===== config.mk =====
export PLATFORM = sky130hd
export DESIGN_NAME = am_mod_core
export DESIGN_NICKNAME = d
export VERILOG_FILES = /design/src/rtl/am_mod_pkg.sv /design/src/rtl/am_mod_sat_round.sv /design/src/rtl/am_mod_core.sv
export SDC_FILE = /design/constraint.sdc
export NUM_CORES = 1
export LEC_CHECK = 0
export ABC_CLOCK_PERIOD_IN_PS = 10800
export BUFFER_PORTS_ARGS = -buffer_cell sky130_fd_sc_hd__buf_2
export CAP_MARGIN = 30
export CORE_MARGIN = 2
export CORE_UTILIZATION = 45
export DETAILED_ROUTE_END_ITERATION = 16
export PLACE_DENSITY_LB_ADDON = 0.3
export REMOVE_ABC_BUFFERS = 1
export SYNTH_ARGS = -nofsm -noshare
export SYNTH_HDL_FRONTEND = slang
export SYNTH_SLANG_ARGS = --single-unit

===== constraint.sdc =====
create_clock -name clk -period 10.8 [get_ports clk]
set_input_delay 0 -clock clk [delete_from_list [all_inputs] [get_ports clk]]
set_output_delay 0 -clock clk [all_outputs]
set_load 0.03 [all_outputs]

===== src/rtl/am_mod_pkg.sv =====
// am_mod_pkg: shared constants and helpers for the amplitude modulator.
// Holds the mode encodings, the drain FSM state encoding, the DAC midscale
// helper and a width-generic saturating clip used by the output stage.
package am_mod_pkg;

    localparam logic MODE_AM  = 1'b0;
    localparam logic MODE_ASK = 1'b1;

    typedef enum logic [0:0] {
        S_RUN   = 1'b0,
        S_DRAIN = 1'b1
    } am_state_e;

    // Plain bit constants so the state register can stay an ordinary logic vector.
    localparam logic [0:0] ST_RUN   = S_RUN;
    localparam logic [0:0] ST_DRAIN = S_DRAIN;

    // Offset-binary code for zero output: 2^(w-1). Callers size-cast the result.
    function automatic logic [63:0] midscale_code(input int unsigned w);
        return 64'd1 << (w - 1);
    endfunction

    // Clip a signed value into the two's complement range of a w-bit word.
    function automatic logic signed [63:0] sat_clip(input logic signed [63:0] x,
                                                    input int unsigned w);
        logic signed [63:0] hi;
        logic signed [63:0] lo;
        hi = (64'sd1 <<< (w - 1)) - 64'sd1;
        lo = -(64'sd1 <<< (w - 1));
        if (x > hi) begin
            return hi;
        end
        if (x < lo) begin
            return lo;
        end
        return x;
    endfunction

    // True when sat_clip would have changed the value.
    function automatic logic sat_hit(input logic signed [63:0] x,
                                     input int unsigned w);
        logic signed [63:0] hi;
        logic signed [63:0] lo;
        hi = (64'sd1 <<< (w - 1)) - 64'sd1;
        lo = -(64'sd1 <<< (w - 1));
        return (x > hi) || (x < lo);
    endfunction

endpackage


===== src/rtl/am_mod_sat_round.sv =====
// am_mod_sat_round: final pipeline stage of a DAC path.
// Rounds a full-precision signed product half-up by SCALE_SH bits, clips it to
// OUT_W bits, flags clipping and emits an offset-binary DAC code. Data and flag
// hold their last value while no valid sample arrives.
module am_mod_sat_round
    import am_mod_pkg::*;
#(
    parameter int P_W      = 25,
    parameter int SCALE_SH = 11,
    parameter int OUT_W    = 14
) (
    input  logic                 clk,
    input  logic                 rst_n,
    input  logic                 i_valid,
    input  logic signed [P_W-1:0] i_prod,
    output logic                 o_valid,
    output logic [OUT_W-1:0]     o_data,
    output logic                 o_sat
);

    // One guard bit so adding the rounding constant can never wrap.
    localparam int SUM_W = P_W + 1;
    localparam logic signed [SUM_W-1:0] RND = SUM_W'(64'd1 << (SCALE_SH - 1));

    logic signed [SUM_W-1:0] w_sum;
    logic signed [SUM_W-1:0] w_shift;
    logic signed [OUT_W-1:0] w_y;
    logic                    w_sat;

    // Round half up, scale down, then clip into the DAC word.
    always_comb begin
        w_sum   = {i_prod[P_W-1], i_prod} + RND;
        w_shift = w_sum >>> SCALE_SH;
        w_y     = OUT_W'(sat_clip(64'(w_shift), OUT_W));
        w_sat   = sat_hit(64'(w_shift), OUT_W);
    end

    // Register the output; inverting the sign bit gives offset binary.
    always_ff @(posedge clk) begin
        if (!rst_n) begin
            o_valid <= 1'b0;
            o_data  <= OUT_W'(midscale_code(OUT_W));
            o_sat   <= 1'b0;
        end else begin
            o_valid <= i_valid;
            if (i_valid) begin
                o_data <= {~w_y[OUT_W-1], w_y[OUT_W-2:0]};
                o_sat  <= w_sat;
            end
        end
    end

endmodule


===== src/rtl/am_mod_core.sv =====
// am_mod_core: pipelined AM / ASK modulator between ADC capture and the DAC.
// Four register stages: centred sample, envelope, product, round/saturate.
// A RUN/DRAIN FSM makes reconfiguration glitch-free: new settings wait in
// shadow registers until every sample of the old setting has left the pipe.
// Optional build macro AM_MOD_CLIP_CNT_EN adds the clip_cnt port and counter.
module am_mod_core
    import am_mod_pkg::*;
#(
    parameter int ADC_W    = 10,
    parameter int CAR_W    = 14,
    parameter int DEPTH_W  = 9,
    parameter int OUT_W    = 14,
    parameter int SIG_SH   = 1,
    parameter int SCALE_SH = ADC_W + 1 + CAR_W - OUT_W,
    parameter int LAT      = 4
) (
    input  logic                clk,
    input  logic                rst_n,
    input  logic                in_valid,
    input  logic [ADC_W-1:0]    adc_data,
    input  logic [CAR_W-1:0]    carrier,
    input  logic                ask_bit,
    input  logic                cfg_mode,
    input  logic [DEPTH_W-1:0]  cfg_depth,
    input  logic [DEPTH_W-1:0]  cfg_space,
    input  logic                cfg_load,
    output logic                cfg_busy,
    output logic                out_valid,
    output logic [OUT_W-1:0]    out_data,
    output logic                sat_flag
`ifdef AM_MOD_CLIP_CNT_EN
    ,
    output logic [15:0]         clip_cnt
`endif
);

    localparam int E_W   = ADC_W + 1;
    localparam int P_W   = ADC_W + 1 + CAR_W;
    localparam int CNT_W = $clog2(LAT + 1);

    logic [0:0]           r_state;
    logic [CNT_W-1:0]     r_cnt;
    logic                 r_act_mode;
    logic [DEPTH_W-1:0]   r_act_depth;
    logic [DEPTH_W-1:0]   r_act_space;
    logic                 r_sh_mode;
    logic [DEPTH_W-1:0]   r_sh_depth;
    logic [DEPTH_W-1:0]   r_sh_space;

    logic                 w_accept;
    logic                 w_load;

    logic                 r_s1_valid;
    logic signed [ADC_W-1:0] r_s1_sig;
    logic signed [CAR_W-1:0] r_s1_car;
    logic                 r_s1_ask;

    logic                 r_s2_valid;
    logic signed [E_W-1:0]   r_s2_env;
    logic signed [CAR_W-1:0] r_s2_car;

    logic                 r_s3_valid;
    logic signed [P_W-1:0]   r_s3_prod;

    logic signed [ADC_W-1:0] w_sig_raw;
    logic signed [ADC_W-1:0] w_sig;
    logic signed [E_W-1:0]   w_sig_ext;
    logic signed [E_W-1:0]   w_depth_ext;
    logic signed [E_W-1:0]   w_space_ext;
    logic signed [E_W-1:0]   w_env;
    logic signed [P_W-1:0]   w_prod;

    // Samples are only taken in RUN; a load is only honoured in RUN.
    assign w_accept = in_valid && (r_state == ST_RUN);
    assign w_load   = cfg_load && (r_state == ST_RUN);
    assign cfg_busy = (r_state == ST_DRAIN);

    // Flipping the MSB removes the offset-binary bias before the shift.
    assign w_sig_raw = {~adc_data[ADC_W-1], adc_data[ADC_W-2:0]};
    assign w_sig     = w_sig_raw >>> SIG_SH;

    // Drain FSM: park the new config, wait LAT cycles, then make it active.
    always_ff @(posedge clk) begin
        if (!rst_n) begin
            r_state     <= ST_RUN;
            r_cnt       <= '0;
            r_act_mode  <= MODE_AM;
            r_act_depth <= '0;
            r_act_space <= '0;
            r_sh_mode   <= MODE_AM;
            r_sh_depth  <= '0;
            r_sh_space  <= '0;
        end else if (r_state == ST_RUN) begin
            if (cfg_load) begin
                r_sh_mode  <= cfg_mode;
                r_sh_depth <= cfg_depth;
                r_sh_space <= cfg_space;
                r_cnt      <= CNT_W'(LAT - 1);
                r_state    <= ST_DRAIN;
            end
        end else begin
            if (r_cnt == '0) begin
                r_act_mode  <= r_sh_mode;
                r_act_depth <= r_sh_depth;
                r_act_space <= r_sh_space;
                r_state     <= ST_RUN;
            end else begin
                r_cnt <= r_cnt - 1'b1;
            end
        end
    end

    // Stage 1: centre and pre-scale the ADC sample, carry carrier and key along.
    always_ff @(posedge clk) begin
        if (!rst_n) begin
            r_s1_valid <= 1'b0;
            r_s1_sig   <= '0;
            r_s1_car   <= '0;
            r_s1_ask   <= 1'b0;
        end else begin
            r_s1_valid <= w_accept;
            if (w_accept) begin
                r_s1_sig <= w_sig;
                r_s1_car <= carrier;
                r_s1_ask <= ask_bit;
            end
        end
    end

    // Envelope: signal plus carrier offset in AM, mark/space level in ASK.
    always_comb begin
        w_sig_ext   = {r_s1_sig[ADC_W-1], r_s1_sig};
        w_depth_ext = {{(E_W - DEPTH_W){1'b0}}, r_act_depth};
        w_space_ext = {{(E_W - DEPTH_W){1'b0}}, r_act_space};
        w_env       = w_sig_ext + w_depth_ext;
        if (r_act_mode == MODE_ASK) begin
            w_env = r_s1_ask ? w_depth_ext : w_space_ext;
        end
    end

    // Stage 2: register the envelope next to its carrier sample.
    always_ff @(posedge clk) begin
        if (!rst_n) begin
            r_s2_valid <= 1'b0;
            r_s2_env   <= '0;
            r_s2_car   <= '0;
        end else begin
            r_s2_valid <= r_s1_valid;
            if (r_s1_valid) begin
                r_s2_env <= w_env;
                r_s2_car <= r_s1_car;
            end
        end
    end

    // Full-precision signed product, no truncation before rounding.
    assign w_prod = P_W'(r_s2_env) * P_W'(r_s2_car);

    // Stage 3: register the product.
    always_ff @(posedge clk) begin
        if (!rst_n) begin
            r_s3_valid <= 1'b0;
            r_s3_prod  <= '0;
        end else begin
            r_s3_valid <= r_s2_valid;
            if (r_s2_valid) begin
                r_s3_prod <= w_prod;
            end
        end
    end

    am_mod_sat_round #(
        .P_W      (P_W),
        .SCALE_SH (SCALE_SH),
        .OUT_W    (OUT_W)
    ) u_sat_round (
        .clk     (clk),
        .rst_n   (rst_n),
        .i_valid (r_s3_valid),
        .i_prod  (r_s3_prod),
        .o_valid (out_valid),
        .o_data  (out_data),
        .o_sat   (sat_flag)
    );

`ifdef AM_MOD_CLIP_CNT_EN
    logic [15:0] r_clip_cnt;

    // Count clipped outputs, sticking at full scale; restarts with each new config.
    always_ff @(posedge clk) begin
        if (!rst_n) begin
            r_clip_cnt <= '0;
        end else if (w_load) begin
            r_clip_cnt <= '0;
        end else if (out_valid && sat_flag && (r_clip_cnt != 16'hFFFF)) begin
            r_clip_cnt <= r_clip_cnt + 16'd1;
        end
    end

    assign clip_cnt = r_clip_cnt;
`endif

endmodule


After elaboration in Yosys (flattened, before gate mapping)
Index checks and enable logic that the tools add are counted.
- bits in registers: 135
- bits in latches: 0
- bits in writable memories: 0
- bits in read-only memories: 0
- output and inout bits: 17
- word-level logic and storage cells: 52
- memories kept: 0
- $add $sub $neg: 3
- multiply operators: 1
- div/mod/pow operators: 0
- magnitude comparators: 2
- equal/unequal tests: 1
- shifts and indexed selects: 0
- muxes and demuxes: 15
- bitwise gates (word level): 3
- reductions and logical operators: 7
- operators with widths (kind ; number):
    $mux W14 ; 4
    $add A25 B12 Y26 const B ; 1
    $mul A11 B14 Y25 ; 1
    $gt A15 B14 Y1 const B ; 1
    $lt A15 B14 Y1 const B ; 1
    $add A9 B10 Y11 ; 1
    $mux W11 ; 1
    $mux W3 ; 3
    $mux W9 ; 1
    $mux W1 ; 6
    $reduce_and A2 Y1 ; 3
    $logic_not A3 Y1 ; 1
    $not A1 Y1 ; 3
    $sub A3 B1 Y3 const B ; 1
    $ne A2 B2 Y1 const B ; 1
    $reduce_bool A2 Y1 ; 1
    $logic_and A1 B1 Y1 ; 1
    $logic_or A1 B1 Y1 ; 1

Longest topological paths before layout
Gate-level depths: netlist of run 1.
- depth after elaboration: 7
- depth in mapped cells: 20
- mapped depth without buffers: 19

Cells and area by module
From an unflattened synthesis of run 1, not the netlist that was laid out.
- cell total of the unflattened synthesis: 1329
- area, all modules: 11637.4 um^2
- modules (own cells, without submodules) (module ; times used ; cells an instance ; area an instance (um^2) ; seq. area each (um^2)):
    am_mod_core ; 1 ; 1227 ; 10740.3 ; 2382.3
    am_mod_sat_round ; 1 ; 102 ; 897.1 ; 320.3

Worst setup path after synthesis of run 1
OpenSTA, ideal clock, no wires.
- kind: register -> register
- start: register r_s2_env[10]
- end: register r_s3_prod[22]
- setup time: 0.096 ns
- arrival: 5.138 ns
- slack: 5.566 ns
- cell stages (with the launch flop): 19
- path buffers: 1
- clock period less this slack: 5.234 ns
- path through: dfxtp_1 -> inv_1 -> clkbuf_1 -> nor2_1 -> fa_1 -> fa_1 -> fa_1 -> fa_1 -> inv_1 -> fa_1 -> inv_1 -> ha_1 -> a21oi_1 -> o211ai_1 -> a41o_1 -> or3_1 -> o221ai_1 -> nand4b_1 -> o311ai_1
- word-level cells in the longest chain between the ends: 1
- ends and longest elaborated chain (what ; line ; source):
    from (decl) ; am_mod_core.sv:59 ; logic signed [E_W-1:0] r_s2_env;
    from (signal assigned) ; am_mod_core.sv:150 ; r_s2_env <= w_env;
    $mul A11 B14 Y25 ; am_mod_core.sv:157 ; assign w_prod = P_W'(r_s2_env) * P_W'(r_s2_car);
    to (signal assigned) ; am_mod_core.sv:167 ; r_s3_prod <= w_prod;
    to (decl) ; am_mod_core.sv:63 ; logic signed [P_W-1:0] r_s3_prod;
Every way passes these cells.
A chain may end at the register's enable or synchronous reset.

Worst setup path in the final report of run 1
Ends and elaborated chain as after synthesis.

==> impl_summary.log, run 1 <==
[metrics] CTS Root Cell: sky130_fd_sc_hd__clkbuf_16
[metrics] Final #Nets: 1578
[metrics] fraction of the cycle the final worst path needs: 0.532
[metrics] total via count after detailed routing: 8193
[metrics] clock slew at reported path FFs: 0.06 ns
[metrics] sequential cell fraction of total power: 0.408
[metrics] horizontal die dimension: between 150 and 200 microns
[metrics] clock insertion delay at the later pin of the skew report: ~0.43 ns
[metrics] maximum clock frequency: 0.174 GHz
[metrics] Mapped Cells: 1254
[metrics] core outline area: roughly 24000 sq um
[metrics] share of total power in the clock network: 0.491
[metrics] number of pins with negative max-slew slack in the final report: 0
[metrics] Yosys warning count: 0
[metrics] Placement Cell Area: 11600 sq um
[metrics] worst slack after detailed placement: slightly above 5 ns
[metrics] class of the most critical setup path: flop to flop
[metrics] design internal power: 0.906 mW
[metrics] number of synthesized flops with an enable pin: 0
[metrics] Switch Pwr: around 0.33 mW
[metrics] ANT cells: 0
[metrics] failing checks: hold timing
[metrics] count of boundary I/O pins: 65
[metrics] final worst setup slack: 5.05 ns
[metrics] via count of the first global-routing pass: 8546
[metrics] global-route usage over all layers: 0.191
[metrics] outcome: complete, but fails checks
[metrics] Pleak: roughly 5.7 nW
[metrics] dominant synthesized flop cell: sky130_fd_sc_hd__dfxtp_1
[metrics] total clock buffers created by CTS: 17
[metrics] fraction of final layout cells sized beyond drive strength 1: 0.0861
[metrics] FILL cells: 2231
[metrics] number of gates resized after CTS: 0
[metrics] number of maximum-capacitance constraint violations: 0
[metrics] Mapped Area: 11000 sq um
[metrics] worst-path fanout max: 12
[metrics] relative slew slack: 0.488
[metrics] slew at the pin closest to its max-slew limit: 0.768 ns
[metrics] average wire per cell in the routed design: 13.9 microns
[metrics] deepest level of the CTS H-tree: 4
[metrics] antenna-violating nets left: 0
[metrics] count of routing violations after the opening detailed-route iteration: 380
[metrics] global-route congestion overflow total: 0
[metrics] highest signal layer in the routed design: met4
[metrics] logic gate share of total power: 0.101
[metrics] TritonRoute pass-1 iters: 5
[metrics] hold violation total from the final report: 1
[metrics] number of antenna violations at the first check in global routing: 0
[metrics] Async SR Flop Fraction: 0
[metrics] Hold Crit Class: input pin to flop
[metrics] switch share: 0.267
[metrics] CTS tree: yes
[metrics] count of final setup violators: 0
[metrics] Crit path arrival time: 6.07 ns
[metrics] FP Rows: between 50 and 60
[metrics] growth of design area from synthesis to finish: 14.5%
[metrics] Max VDD drop: 0.0000915 V
[metrics] total power divided by cell area: 98.0 nW/um^2
[metrics] final instance area: about 13000 sq um
[metrics] Total Die Area: about 26000 sq um
[metrics] Max Clock Skew: 0.0106 ns
[metrics] final worst hold slack: -0.00125 ns
[metrics] crit path time final: 5.75 ns
[metrics] met1 WL: 10800 microns
[metrics] post-synthesis average cell area: a little under 9 sq um
[metrics] largest net degree at the start of global routing: between 90 and 100
[metrics] number of DRC violations after detailed routing: 0
[metrics] WP data required: around 11 ns
[metrics] setup TNS: 0 ns
[metrics] Crit. End Element: flop
[metrics] met3 routed wirelength: 812 microns
[metrics] portion of the post-synthesis area used by sequential elements: 0.227
[metrics] overall routed net length: 23000 microns
[metrics] number of synthesized register bits: 125
[metrics] final estimated routing congestion in global placement: 0.835
[metrics] wire length of the first global-routing pass: 40400 microns
[metrics] unrepaired setup endpoints after global routing: no
[metrics] met2 wire length: 11100 microns
[metrics] count of buffers from port buffering: 63
[metrics] Via-to-Cell Ratio: 4.94
[metrics] buffer levels on the longest clock path: 2
[metrics] distinct cell type count of the synthesized netlist: 60
[metrics] CTS sink count: 125
[metrics] Initial Util: 0.456
[metrics] startpoint type of the worst setup path: flop
[metrics] height of the die: 160 microns
[metrics] placed wire-length estimate after detailed placement: 17200 microns
-- power groups by stage --
stage	Sequential [mW]	Clock [mW]	Combinational (mW)
after CTS	0.504	0.616	0.126
after floorplan	0.510	0	0.0720
after global routing	0.507	0.636	0.142
final	0.504	0.606	0.125
after global placement	0.514	0	0.108
after detailed placement	0.514	0	0.114
-- cells in the mapped netlist (8+ instances only) --
| master | number | area (sq um) |
|---|---|---|
| sky130_fd_sc_hd__clkbuf_1 | 56 | 210 |
| sky130_fd_sc_hd__nand3b_1 | 8 | 60.1 |
| sky130_fd_sc_hd__o211a_1 | 10 | 100 |
| sky130_fd_sc_hd__dfxtp_1 | 125 | 2500 |
| sky130_fd_sc_hd__inv_1 | 200 | 751 |
| sky130_fd_sc_hd__nand3_1 | 15 | 75.1 |
| sky130_fd_sc_hd__and2_1 | 66 | 413 |
| sky130_fd_sc_hd__nand2b_1 | 15 | 93.8 |
| sky130_fd_sc_hd__xor2_1 | 14 | 123 |
| sky130_fd_sc_hd__nand2_1 | 234 | 878 |
| sky130_fd_sc_hd__o21ai_0 | 25 | 125 |
| sky130_fd_sc_hd__o211ai_1 | 9 | 67.6 |
| sky130_fd_sc_hd__nor2_1 | 22 | 82.6 |
| sky130_fd_sc_hd__xnor2_1 | 18 | 158 |
| sky130_fd_sc_hd__fa_1 | 143 | 2860 |
| sky130_fd_sc_hd__ha_1 | 64 | 801 |
| sky130_fd_sc_hd__mux2i_1 | 25 | 250 |
| sky130_fd_sc_hd__a21boi_0 | 63 | 473 |
| sky130_fd_sc_hd__a21oi_1 | 27 | 135 |
| sky130_fd_sc_hd__nor2b_1 | 31 | 194 |
-- layer usage --
layer	vias to the layer above	track usage
li1	4071	-
met2	159	0.332
met4	0	0.0532
met3	30	0.0305
met5	-	0
met1	3933	0.248
-- metrics by stage --
step	hold WS (ns)	total power, mW	util	cells
floorplan	0.0619	0.582	-	1193
CTS	0.00272	1.25	0.522	1659
detailed placement	0.261	0.629	0.479	1585
global placement	0.252	0.622	0.477	1582
global route	0.0385	1.29	0.522	1659
finish	-0.00125	1.24	0.522	1659
-- timing repair --
item                      in CTS  in global routing
buffers inserted               0                  0
hold buffers                  43                  0
hold endpoints to repair      43                  0
-- layout by cell type (no fill, tap or decap), drive strengths merged, types with 9 or more instances in the layout --
cell type,Yosys,final
a21boi,64,64
a21oi,29,29
and2,66,66
buf,5,68
clkbuf,56,17
dfxtp,125,125
dlygate4sd3,0,43
fa,143,143
ha,64,64
inv,200,206
mux2i,25,25
nand2,234,234
nand2b,15,15
nand3,15,15
nor2,22,22
nor2b,32,32
o211a,10,10
o211ai,9,9
o21ai,28,28
xnor2,18,18
xor2,14,14
-- worst paths after layout --
check | start | end | slack, ns | depth (start not counted)
worst min-delay path | rst_n | u_sat_round.o_data[13] | -0.001 | 2
worst min register to register | u_sat_round.o_data[10] | u_sat_round.o_data[10] | 0.47 | 2
worst max register to register | r_s2_env[10] | r_s3_prod[22] | 5.05 | 17
worst max-delay path | r_s2_env[10] | r_s3_prod[22] | 5.05 | 17
-- cell type report --
class,instances,area [sq um],share of cell area
clock buffer,17,425,0.0337
sequential,125,2500,0.198
tap,324,405,0.0321
clock inverter,14,181,0.0144
inverter,201,754,0.0598
multi-input combinational,867,7530,0.597
timing repair buffer,111,811,0.0643
-- logic make-up (layout without fill, tap and decap cells) --
| group | Yosys count | count (layout) | synth area share |
|---|---|---|---|
| AOI/OAI and AO/OA | 183 | 183 | 0.120 |
| buffers and inverters | 262 | 343 | 0.0894 |
| adders and majority gates | 207 | 207 | 0.333 |
| muxes | 28 | 28 | 0.0261 |
| DFF | 125 | 125 | 0.227 |
| and+or+nand+nor | 417 | 417 | 0.179 |
| xor gates and xnor gates | 32 | 32 | 0.0254 |
-- registers in the layout (all words and copies together) (netlist names) --
name and count:
r_s2_valid 1, u_sat_round.o_data 14, r_s2_car 14, r_act_space 9, r_s1_sig 9, r_sh_space 9, r_s3_prod 15, r_sh_depth 9
r_s1_ask 1, u_sat_round.o_valid 1, r_cnt 3, r_s3_valid 1, u_sat_round.o_sat 1, r_act_depth 9, r_s1_valid 1, r_s2_env 11
r_s1_car 14, r_sh_mode 1, cfg_busy 1, r_act_mode 1
-- critical path, cell delays in order (launching register included) --
cell                       delay [ns]
sky130_fd_sc_hd__dfxtp_1         0.49
sky130_fd_sc_hd__inv_1           0.32
sky130_fd_sc_hd__nor2_1          0.24
sky130_fd_sc_hd__fa_1            0.45
sky130_fd_sc_hd__fa_1            0.52
sky130_fd_sc_hd__fa_1            0.51
sky130_fd_sc_hd__fa_1            0.54
sky130_fd_sc_hd__inv_1           0.05
sky130_fd_sc_hd__fa_1            0.52
sky130_fd_sc_hd__inv_1           0.04
sky130_fd_sc_hd__ha_1            0.38
sky130_fd_sc_hd__a21oi_1         0.26
sky130_fd_sc_hd__o211ai_1        0.21
sky130_fd_sc_hd__a41o_1          0.31
sky130_fd_sc_hd__or3_1           0.30
sky130_fd_sc_hd__o221ai_1        0.26
sky130_fd_sc_hd__nand4b_1        0.14
sky130_fd_sc_hd__o311ai_1        0.10
No activity file was read; power rests on OpenSTA's default activity.
==> inputs of run 2 (changes only) <==
- ABC_AREA: unset -> 1
- ABC_CLOCK_PERIOD_IN_PS: 10800 -> 5000
- clock period: 10.8 -> 5 ns (I/O delays scaled with it)
==> impl_summary.log, run 2 <==
[metrics] switch share: 0.337 (was 0.267)
[metrics] critical-path cell list: clkinvlp_4 > buf_4 > nor2_1 > fa_1 > fa_1 > fa_1 > fa_1 > inv_1 > fa_1 > inv_1 > ha_4 > nand2_1 > nor2_2 > inv_1 > nor3_1 > nand2_1 > nand3_1 > nand2_1 > nor2_1 > nor2_1 (was inv_1 > nor2_1 > fa_1 > fa_1 > fa_1 > fa_1 > inv_1 > fa_1 > inv_1 > ha_1 > a21oi_1 > o211ai_1 > a41o_1 > or3_1 > o221ai_1 > nand4b_1 > o311ai_1)
[metrics] count of buffers from port buffering: 63 (unchanged)
[metrics] Mapped Cells: 1602 (was 1254)
[metrics] Yosys warning count: 0 (unchanged)
[metrics] worst hold start: in_valid (was rst_n)
[metrics] Crit path arrival time: 5.15 ns (was 6.07 ns)
[metrics] Top reg by flops: r_s3_prod (unchanged)
[metrics] count of final setup violators: 0 (unchanged)
[metrics] number of antenna violations at the first check in global routing: 0 (unchanged)
[metrics] final estimated routing congestion in global placement: 0.908 (was 0.835)
[metrics] overall routed net length: 28000 microns (was 23000 microns)
[metrics] CTS tree: yes (unchanged)
[metrics] sequential cell fraction of total power: 0.357 (was 0.408)
[metrics] number of maximum-capacitance constraint violations: 0 (unchanged)
[metrics] average wire per cell in the routed design: 13.4 microns (was 13.9 microns)
[metrics] share of total power in the clock network: 0.412 (was 0.491)
[metrics] total via count after detailed routing: 10200 (was 8193)
[metrics] number of pins with negative max-slew slack in the final report: 0 (unchanged)
[metrics] total clock buffers created by CTS: 17 (unchanged)
[metrics] startpoint type of the worst setup path: flop (unchanged)
[metrics] Crit. End Element: flop (unchanged)
[metrics] number of synthesized register bits: 125 (unchanged)
[metrics] Max VDD drop: 0.000202 V (was 0.0000915 V)
[metrics] buffer levels on the longest clock path: 2 (unchanged)
[metrics] utilization after layout: 0.559 (was 0.522)
[metrics] dominant synthesized flop cell: sky130_fd_sc_hd__dfxtp_1 (unchanged)
[metrics] synth top area cells: sky130_fd_sc_hd__fa_1, sky130_fd_sc_hd__dfxtp_1, sky130_fd_sc_hd__inv_1, sky130_fd_sc_hd__nand2_1, sky130_fd_sc_hd__ha_1 (was sky130_fd_sc_hd__fa_1, sky130_fd_sc_hd__dfxtp_1, sky130_fd_sc_hd__nand2_1, sky130_fd_sc_hd__ha_1, sky130_fd_sc_hd__inv_1)
[metrics] number of logic stages on the critical path including buffering: 20 (was 17)
[metrics] clock slew at reported path FFs: 0.07 ns (was 0.06 ns)
[metrics] logic gate share of total power: 0.231 (was 0.101)
[metrics] Max Clock Skew: 0.0155 ns (was 0.0106 ns)
[metrics] CTS Root Cell: sky130_fd_sc_hd__clkbuf_16 (unchanged)
[metrics] outcome: complete, no violations (was complete, but fails checks)
[metrics] class of the most critical setup path: flop to flop (unchanged)
[metrics] Placement Cell Area: 12700 sq um (was 11600 sq um)
[metrics] worst hold path endpoint: r_s1_valid (was u_sat_round.o_data[13])
[metrics] Switch Pwr: 1.07 mW (was 0.330 mW)
[metrics] Pleak: 7.31 nW (was 5.68 nW)
[metrics] Worst Reg2Reg Path Length in Cells: 20 (was 17)
[metrics] Total Die Area: 27000 sq um (was 25700 sq um)
[metrics] WP data required: 5.33 ns (was 11.13 ns)
[metrics] Largest stage delay, worst path: 0.57 ns (was 0.54 ns)
[metrics] TritonRoute pass-1 iters: 5 (unchanged)
[metrics] leading cell type in the layout, fill and taps excluded: sky130_fd_sc_hd__inv_1 (was sky130_fd_sc_hd__nand2_1)
[metrics] ANT cells: 0 (unchanged)
[metrics] Min-Delay Path Depth: 4 (was 2)
[metrics] reg-to-reg startpoint: r_s2_env[10] (unchanged)
[metrics] Initial Util: 0.459 (was 0.456)
[metrics] final instance area: 14100 sq um (was 12600 sq um)
[metrics] antenna-violating nets left: 0 (unchanged)
[metrics] distinct cell type count of the synthesized netlist: 37 (was 60)
[metrics] CTS sink count: 125 (unchanged)
[metrics] hold violation total from the final report: 0 (was 1)
[metrics] slew at the pin closest to its max-slew limit: 0.867 ns (was 0.768 ns)
[metrics] design internal power: 2.11 mW (was 0.906 mW)
[metrics] core outline area: 25200 sq um (was 24200 sq um)
[metrics] count of buffering cells on the critical path with inverters included: 5 (was 3)
[metrics] critical path's slowest cell: sky130_fd_sc_hd__fa_1 (unchanged)
[metrics] fraction of post-synthesis cell area in the top cell type by area: 0.248 (was 0.260)
[metrics] fraction of the cycle the final worst path needs: 0.965 (was 0.532)
[metrics] Async SR Flop Fraction: 0 (unchanged)
[metrics] portion of the post-synthesis area used by sequential elements: 0.217 (was 0.227)
[metrics] relative slew slack: 0.421 (was 0.488)
[metrics] wire length of the first global-routing pass: 47300 microns (was 40400 microns)
[metrics] flop2flop setup slack: 0.18 ns (was 5.05 ns)
[metrics] Final #Nets: 2000 (was 1578)
[metrics] clock insertion delay at the later pin of the skew report: 0.44 ns (was 0.43 ns)
[metrics] count of routing violations after the opening detailed-route iteration: 564 (was 380)
[metrics] maximum clock frequency: 0.207 GHz (was 0.174 GHz)
[metrics] height of the die: 164 microns (was 160 microns)
[metrics] number of flip-flops under the largest register name: 15 (unchanged)
[metrics] largest area contributor in the netlist: sky130_fd_sc_hd__fa_1 (unchanged)
[metrics] leading cell types by count after synthesis: sky130_fd_sc_hd__inv_1, sky130_fd_sc_hd__nand2_1, sky130_fd_sc_hd__nor2_1, sky130_fd_sc_hd__fa_1, sky130_fd_sc_hd__dfxtp_1 (was sky130_fd_sc_hd__nand2_1, sky130_fd_sc_hd__inv_1, sky130_fd_sc_hd__fa_1, sky130_fd_sc_hd__dfxtp_1, sky130_fd_sc_hd__and2_1)
[metrics] Mapped Area: 11600 sq um (was 11000 sq um)
[metrics] final worst hold slack: 0.0356 ns (was -0.00125 ns)
[metrics] global-route congestion overflow total: 0 (unchanged)
[metrics] total power divided by cell area: 226 nW/um^2 (was 98.0 nW/um^2)
[metrics] horizontal die dimension: 164 microns (was 160 microns)
[metrics] FP Rows: 58 (was 57)
[metrics] unrepaired setup endpoints after global routing: yes (was no)
[metrics] largest net degree at the start of global routing: 60 (was 97)
[metrics] number of DRC violations after detailed routing: 0 (unchanged)
[metrics] crit path time final: 4.82 ns (was 5.75 ns)
[metrics] most frequent cells in the layout: sky130_fd_sc_hd__inv_1, sky130_fd_sc_hd__nand2_1, sky130_fd_sc_hd__nor2_1 (was sky130_fd_sc_hd__nand2_1, sky130_fd_sc_hd__inv_1, sky130_fd_sc_hd__fa_1)
[metrics] Crit Reg-Reg Endpoint: r_s3_prod[19] (was r_s3_prod[22])
[metrics] count of boundary I/O pins: 65 (unchanged)
[metrics] cell with the most instances on the worst path: sky130_fd_sc_hd__fa_1 (unchanged)
[metrics] Hold Crit Class: input pin to flop (unchanged)
[metrics] worst-path fanout max: 6 (was 12)
[metrics] growth of design area from synthesis to finish: 21.9% (was 14.5%)
[metrics] fraction of final layout cells sized beyond drive strength 1: 0.150 (was 0.0861)
[metrics] global-route usage over all layers: 0.220 (was 0.191)
[metrics] deepest level of the CTS H-tree: 4 (unchanged)
[metrics] number of synthesized flops with an enable pin: 0 (unchanged)
[metrics] most common cell in the netlist: sky130_fd_sc_hd__inv_1 (was sky130_fd_sc_hd__nand2_1)
[metrics] placed wire-length estimate after detailed placement: 21400 microns (was 17200 microns)
[metrics] cell type group with the largest total delay on the critical path: adder cells (unchanged)
[metrics] Via-to-Cell Ratio: 4.91 (was 4.94)
[metrics] post-synthesis average cell area: 7.21 sq um (was 8.78 sq um)
[metrics] via count of the first global-routing pass: 9870 (was 8546)
-- run 2: cell types whose count changed in the layout (fill, tap and decap cells not counted), moves of 15 or more --
cell / change
sky130_fd_sc_hd__and2_1: -65
sky130_fd_sc_hd__nand3_1: +45
sky130_fd_sc_hd__nand2_1: +72
sky130_fd_sc_hd__a21boi_0: -63
sky130_fd_sc_hd__nand2b_1: -15
sky130_fd_sc_hd__mux2i_1: -25
sky130_fd_sc_hd__o21ai_0: +91
sky130_fd_sc_hd__buf_4: +66
sky130_fd_sc_hd__inv_1: +149
sky130_fd_sc_hd__dfxtp_1: -16
sky130_fd_sc_hd__nor2b_1: -30
sky130_fd_sc_hd__a21oi_1: +36
sky130_fd_sc_hd__nor2_1: +174
-- run 2: worst max path at each step --
stage            startpoint       endpoint  slack (ns)
6_report       r_s2_env[10]  r_s3_prod[19]        0.18
5_1_grt        r_s2_env[10]  r_s3_prod[20]       -0.07
4_1_cts        r_s2_car[12]  r_s3_prod[15]       0.009
3_5_place_dp   r_s2_env[10]  r_s3_prod[20]       -0.06
3_3_place_gp    r_s2_car[7]  r_s3_prod[23]        0.03
2_1_floorplan   r_s2_env[2]  r_s3_prod[22]        0.15
-- run 2: worst register-to-register path, stage by stage, from the launching register on --
cell and delay [ns]:
sky130_fd_sc_hd__dfxtp_2 0.36, sky130_fd_sc_hd__clkinvlp_4 0.17, sky130_fd_sc_hd__buf_4 0.21, sky130_fd_sc_hd__nor2_1 0.12, sky130_fd_sc_hd__fa_1 0.45, sky130_fd_sc_hd__fa_1 0.57
sky130_fd_sc_hd__fa_1 0.47, sky130_fd_sc_hd__fa_1 0.56, sky130_fd_sc_hd__inv_1 0.06, sky130_fd_sc_hd__fa_1 0.52, sky130_fd_sc_hd__inv_1 0.06, sky130_fd_sc_hd__ha_4 0.29
sky130_fd_sc_hd__nand2_1 0.10, sky130_fd_sc_hd__nor2_2 0.17, sky130_fd_sc_hd__inv_1 0.08, sky130_fd_sc_hd__nor3_1 0.13, sky130_fd_sc_hd__nand2_1 0.12, sky130_fd_sc_hd__nand3_1 0.08
sky130_fd_sc_hd__nand2_1 0.05, sky130_fd_sc_hd__nor2_1 0.14, sky130_fd_sc_hd__nor2_1 0.05
-- run 2: kinds of logic (layout without fill, tap and decap cells) --
family	count (synthesis)	after routing	synth area share
flops	125	125	0.217
compound gates	212	212	0.0969
buf+inv	420	576	0.137
fa+ha+maj	207	207	0.317
xor+xnor	18	18	0.0136
simple gates	620	620	0.218
-- run 2: timing repair --
| action | in CTS | in global routing |
|---|---|---|
| hold endpoints to repair | 43 | 0 |
| pin swaps | 0 | 30 |
| gates resized for setup | 6 | 79 |
| setup endpoints to repair | 7 | 15 |
| buffers inserted | 3 | 8 |
| cloned | 0 | 0 |
| hold buffers | 43 | 0 |
-- run 2: through the flow --
stage | TNS [ns] | std cells | power (mW) | worst slack, ns
final | 0 | 2088 | 3.18 | 0.175
after global placement | 0 | 2002 | 1.81 | 0.0313
after global routing | -0.420 | 2088 | 3.36 | -0.0701
after floorplan | 0 | 1541 | 1.57 | 0.147
after CTS | 0 | 2080 | 3.17 | 0.00894
after detailed placement | -0.137 | 2002 | 1.82 | -0.0587
-- run 2: power by group through the flow --
stage               sequential [mW]  combinational (mW)  clock (mW)
floorplan                      1.16               0.403           0
global route                   1.15               0.839        1.38
CTS                            1.13               0.700        1.34
detailed placement             1.16               0.668           0
global placement               1.15               0.655           0
finish                         1.14               0.736        1.31
-- run 2: metal layers --
metal  GRT usage  up-vias  part of all wire
met4      0.0610        0             0.017
li1            -     5112                 -
met5           0        -                 0
met1       0.299     4920              0.47
met2       0.371      179              0.49
met3      0.0253       35             0.029
-- run 2: layout make-up --
type                    instances  area (sq um)
multi-input cells            1057          7720
clock buffers                  17           425
repair buffers                185          1450
clock inverters                15           188
flip-flops and latches        125          2530
well taps                     330           413
fillers                      2386         11100
inverters                     359          1350
==> inputs of run 3 (changes only) <==
- ABC_CLOCK_PERIOD_IN_PS: 5000 -> 4550
- clock period: 5 -> 4.55 ns (I/O delays scaled with it)
==> impl_summary.log, run 3 (synthesis gave the netlist of run 2 again) <==
[metrics] via count of the first global-routing pass: 10900 (was 9870)
[metrics] total clock buffers created by CTS: 17 (unchanged)
[metrics] startpoint type of the worst setup path: flop (unchanged)
[metrics] Max Clock Skew: 0.0168 ns (was 0.0155 ns)
[metrics] horizontal die dimension: 164 microns (unchanged)
[metrics] Crit path arrival time: 5.07 ns (was 5.15 ns)
[metrics] final estimated routing congestion in global placement: 0.969 (was 0.908)
[metrics] final instance area: 15100 sq um (was 14100 sq um)
[metrics] count of buffers from port buffering: 63 (unchanged)
[metrics] global route hottest layer: met2 (unchanged)
[metrics] met2 Resource Use GR: 0.411 (was 0.371)
[metrics] number of DRC violations after detailed routing: 0 (unchanged)
[metrics] Initial Util: 0.459 (unchanged)
[metrics] core outline area: 25200 sq um (unchanged)
[metrics] Crit. End Element: flop (unchanged)
[metrics] number of flip-flops under the largest register name: 15 (unchanged)
[metrics] placed wire-length estimate after detailed placement: 21800 microns (was 21400 microns)
[metrics] count of routing violations after the opening detailed-route iteration: 693 (was 564)
[metrics] Pwr Total: 3.63 mW (was 3.18 mW)
[metrics] fraction of final layout cells sized beyond drive strength 1: 0.240 (was 0.150)
[metrics] Max VDD drop: 0.000249 V (was 0.000202 V)
[metrics] failing checks: setup timing
[metrics] Min-Delay Path Depth: 4 (unchanged)
[metrics] slew at the pin closest to its max-slew limit: 0.818 ns (was 0.867 ns)
[metrics] relative slew slack: 0.454 (was 0.421)
[metrics] wire length of the first global-routing pass: 51000 microns (was 47300 microns)
[metrics] unrepaired setup endpoints after global routing: yes (unchanged)
[metrics] number of pins with negative max-slew slack in the final report: 0 (unchanged)
[metrics] class of the most critical setup path: flop to flop (unchanged)
[metrics] growth of design area from synthesis to finish: 30.5% (was 21.9%)
[metrics] area taken by multi-input logic gates: 8200 sq um (was 7720 sq um)
[metrics] clock slew at reported path FFs: 0.07 ns (about the same)
[metrics] Total Die Area: 27000 sq um (unchanged)
[metrics] WP data required: 4.88 ns (was 5.33 ns)
[metrics] Worst Reg2Reg Path Length in Cells: 21 (was 20)
[metrics] M1 GR Usage: 0.303 (was 0.299)
[metrics] register area: 2560 sq um (was 2530 sq um)
[metrics] Top reg by flops: r_s3_prod (unchanged)
[metrics] global-route usage over all layers: 0.237 (was 0.220)
[metrics] worst hold path endpoint: r_s1_valid (unchanged)
[metrics] deepest level of the CTS H-tree: 4 (unchanged)
[metrics] count of boundary I/O pins: 65 (unchanged)
[metrics] largest net degree at the start of global routing: 92 (was 60)
[metrics] TritonRoute pass-1 iters: 5 (unchanged)
[metrics] CTS Root Cell: sky130_fd_sc_hd__clkbuf_16 (unchanged)
[metrics] Final #Nets: 2053 (was 2000)
[metrics] worst hold start: in_valid (unchanged)
[metrics] ANT cells: 0 (unchanged)
[metrics] utilization after layout: 0.599 (was 0.559)
[metrics] antenna-violating nets left: 0 (unchanged)
[metrics] Pleak: 7.70 nW (was 7.31 nW)
[metrics] flop2flop setup slack: -0.19 ns (was 0.18 ns)
[metrics] leading cell type in the layout, fill and taps excluded: sky130_fd_sc_hd__inv_1 (unchanged)
[metrics] hold violation total from the final report: 0 (unchanged)
[metrics] FP Rows: 58 (unchanged)
[metrics] maximum clock frequency: 0.211 GHz (was 0.207 GHz)
[metrics] Cell Count Post-Placement: 2040 (was 2002)
[metrics] Crit Reg-Reg Endpoint: r_s3_prod[22] (was r_s3_prod[19])
[metrics] Via-to-Cell Ratio: 4.95 (was 4.91)
[metrics] average wire per cell in the routed design: 13.9 microns (was 13.4 microns)
[metrics] outcome: complete, but fails checks (was complete, no violations)
[metrics] fraction of met3 tracks used by global routing: 0.0356 (was 0.0253)
[metrics] final worst setup slack: -0.186 ns (was 0.175 ns)
[metrics] height of the die: 164 microns (unchanged)
[metrics] Placement Cell Area: 12900 sq um (was 12700 sq um)
[metrics] global-route congestion overflow total: 0 (unchanged)
[metrics] fraction of the cycle the final worst path needs: 1.04 (was 0.965)
[metrics] total power divided by cell area: 240 nW/um^2 (was 226 nW/um^2)
[metrics] crit path time final: 4.74 ns (was 4.82 ns)
[metrics] FILL cells: 2223 (was 2386)
[metrics] number of maximum-capacitance constraint violations: 0 (unchanged)
[metrics] total via count after detailed routing: 10600 (was 10200)
[metrics] count of final setup violators: 12 (was 0)
[metrics] CTS sink count: 125 (unchanged)
[metrics] setup TNS: -1.26 ns (was 0 ns)
[metrics] CTS tree: yes (unchanged)
[metrics] number of antenna violations at the first check in global routing: 0 (unchanged)
[metrics] overall routed net length: 29800 microns (was 28000 microns)
[metrics] most frequent cells in the layout: sky130_fd_sc_hd__inv_1, sky130_fd_sc_hd__nand2_1, sky130_fd_sc_hd__nor2_1 (unchanged)
[metrics] worst-path fanout max: 6 (unchanged)
[metrics] post-route non-filler standard cell count: 2141 (was 2088)
[metrics] reg-to-reg startpoint: r_s2_car[13] (was r_s2_env[10])
[metrics] buffer levels on the longest clock path: 2 (unchanged)
[metrics] Hold Crit Class: input pin to flop (unchanged)
[metrics] clock insertion delay at the later pin of the skew report: 0.44 ns (about the same)
[run 3: cell type report]
class / count / area share
Inverter: 359 / 0.0898
Tap cell: 330 / 0.0274
Clock inverter: 15 / 0.0126
Clock buffer: 17 / 0.0282
Multi-Input combinational cell: 1057 / 0.544
Timing Repair Buffer: 238 / 0.128
Sequential cell: 125 / 0.170
[run 3: worst max path at each step]
| stage | start | end | slack [ns] |
|---|---|---|---|
| floorplan | r_s2_env[2] | r_s3_prod[22] | -0.30 |
| global placement | r_s2_car[13] | r_s3_prod[22] | -0.59 |
| detailed placement | r_s2_car[13] | r_s3_prod[22] | -0.55 |
| CTS | r_s2_env[10] | r_s3_prod[24] | -0.13 |
| global route | r_s2_car[10] | r_s3_prod[20] | -0.38 |
| finish | r_s2_car[13] | r_s3_prod[22] | -0.19 |
[run 3: per-stage QoR]
step                setup slack (ns)  hold WS [ns]
global route                  -0.383         0.100
detailed placement            -0.550         0.183
global placement              -0.592         0.181
finish                        -0.186        0.0310
CTS                           -0.133        0.0100
floorplan                     -0.303        0.0894
[run 3: timing repair]
action,CTS,global route
setup buffers,16,9
resized for setup,162,96
setup endpoints to repair,15,15
pin swaps,101,69
hold buffers,44,0
hold endpoints to repair,52,0
[run 3: worst max-delay path, cell delays in order, from the launching register on]
cell	delay, ns
sky130_fd_sc_hd__dfxtp_4	0.39
sky130_fd_sc_hd__buf_6	0.13
sky130_fd_sc_hd__nand2_1	0.06
sky130_fd_sc_hd__inv_2	0.06
sky130_fd_sc_hd__fa_2	0.45
sky130_fd_sc_hd__buf_4	0.15
sky130_fd_sc_hd__buf_6	0.12
sky130_fd_sc_hd__fa_1	0.56
sky130_fd_sc_hd__fa_1	0.44
sky130_fd_sc_hd__fa_1	0.51
sky130_fd_sc_hd__inv_2	0.04
sky130_fd_sc_hd__fa_1	0.51
sky130_fd_sc_hd__inv_2	0.05
sky130_fd_sc_hd__ha_4	0.31
sky130_fd_sc_hd__buf_6	0.12
sky130_fd_sc_hd__nand2_4	0.06
sky130_fd_sc_hd__nor3_4	0.25
sky130_fd_sc_hd__nand3_2	0.13
sky130_fd_sc_hd__nand4_1	0.09
sky130_fd_sc_hd__nand3_1	0.08
sky130_fd_sc_hd__nand2_1	0.09
sky130_fd_sc_hd__inv_1	0.04
[run 3: power by group]
| group | total (mW) | switching, mW | internal [mW] | leakage [nW] |
|---|---|---|---|---|
| combinational | 0.943 | 0.522 | 0.421 | 6.35 |
| sequential | 1.25 | 0.0786 | 1.17 | 1.04 |
| clock | 1.43 | 0.635 | 0.795 | 0.303 |
| total | 3.63 | 1.23 | 2.39 | 7.70 |
[run 3: routing by layer]
metal	wire (microns)	share of wire	vias up
met1	13000	0.43	5072
li1	-	-	5219
met4	633	0.021	0
met3	1420	0.048	47
met5	0	0	-
met2	14800	0.50	255
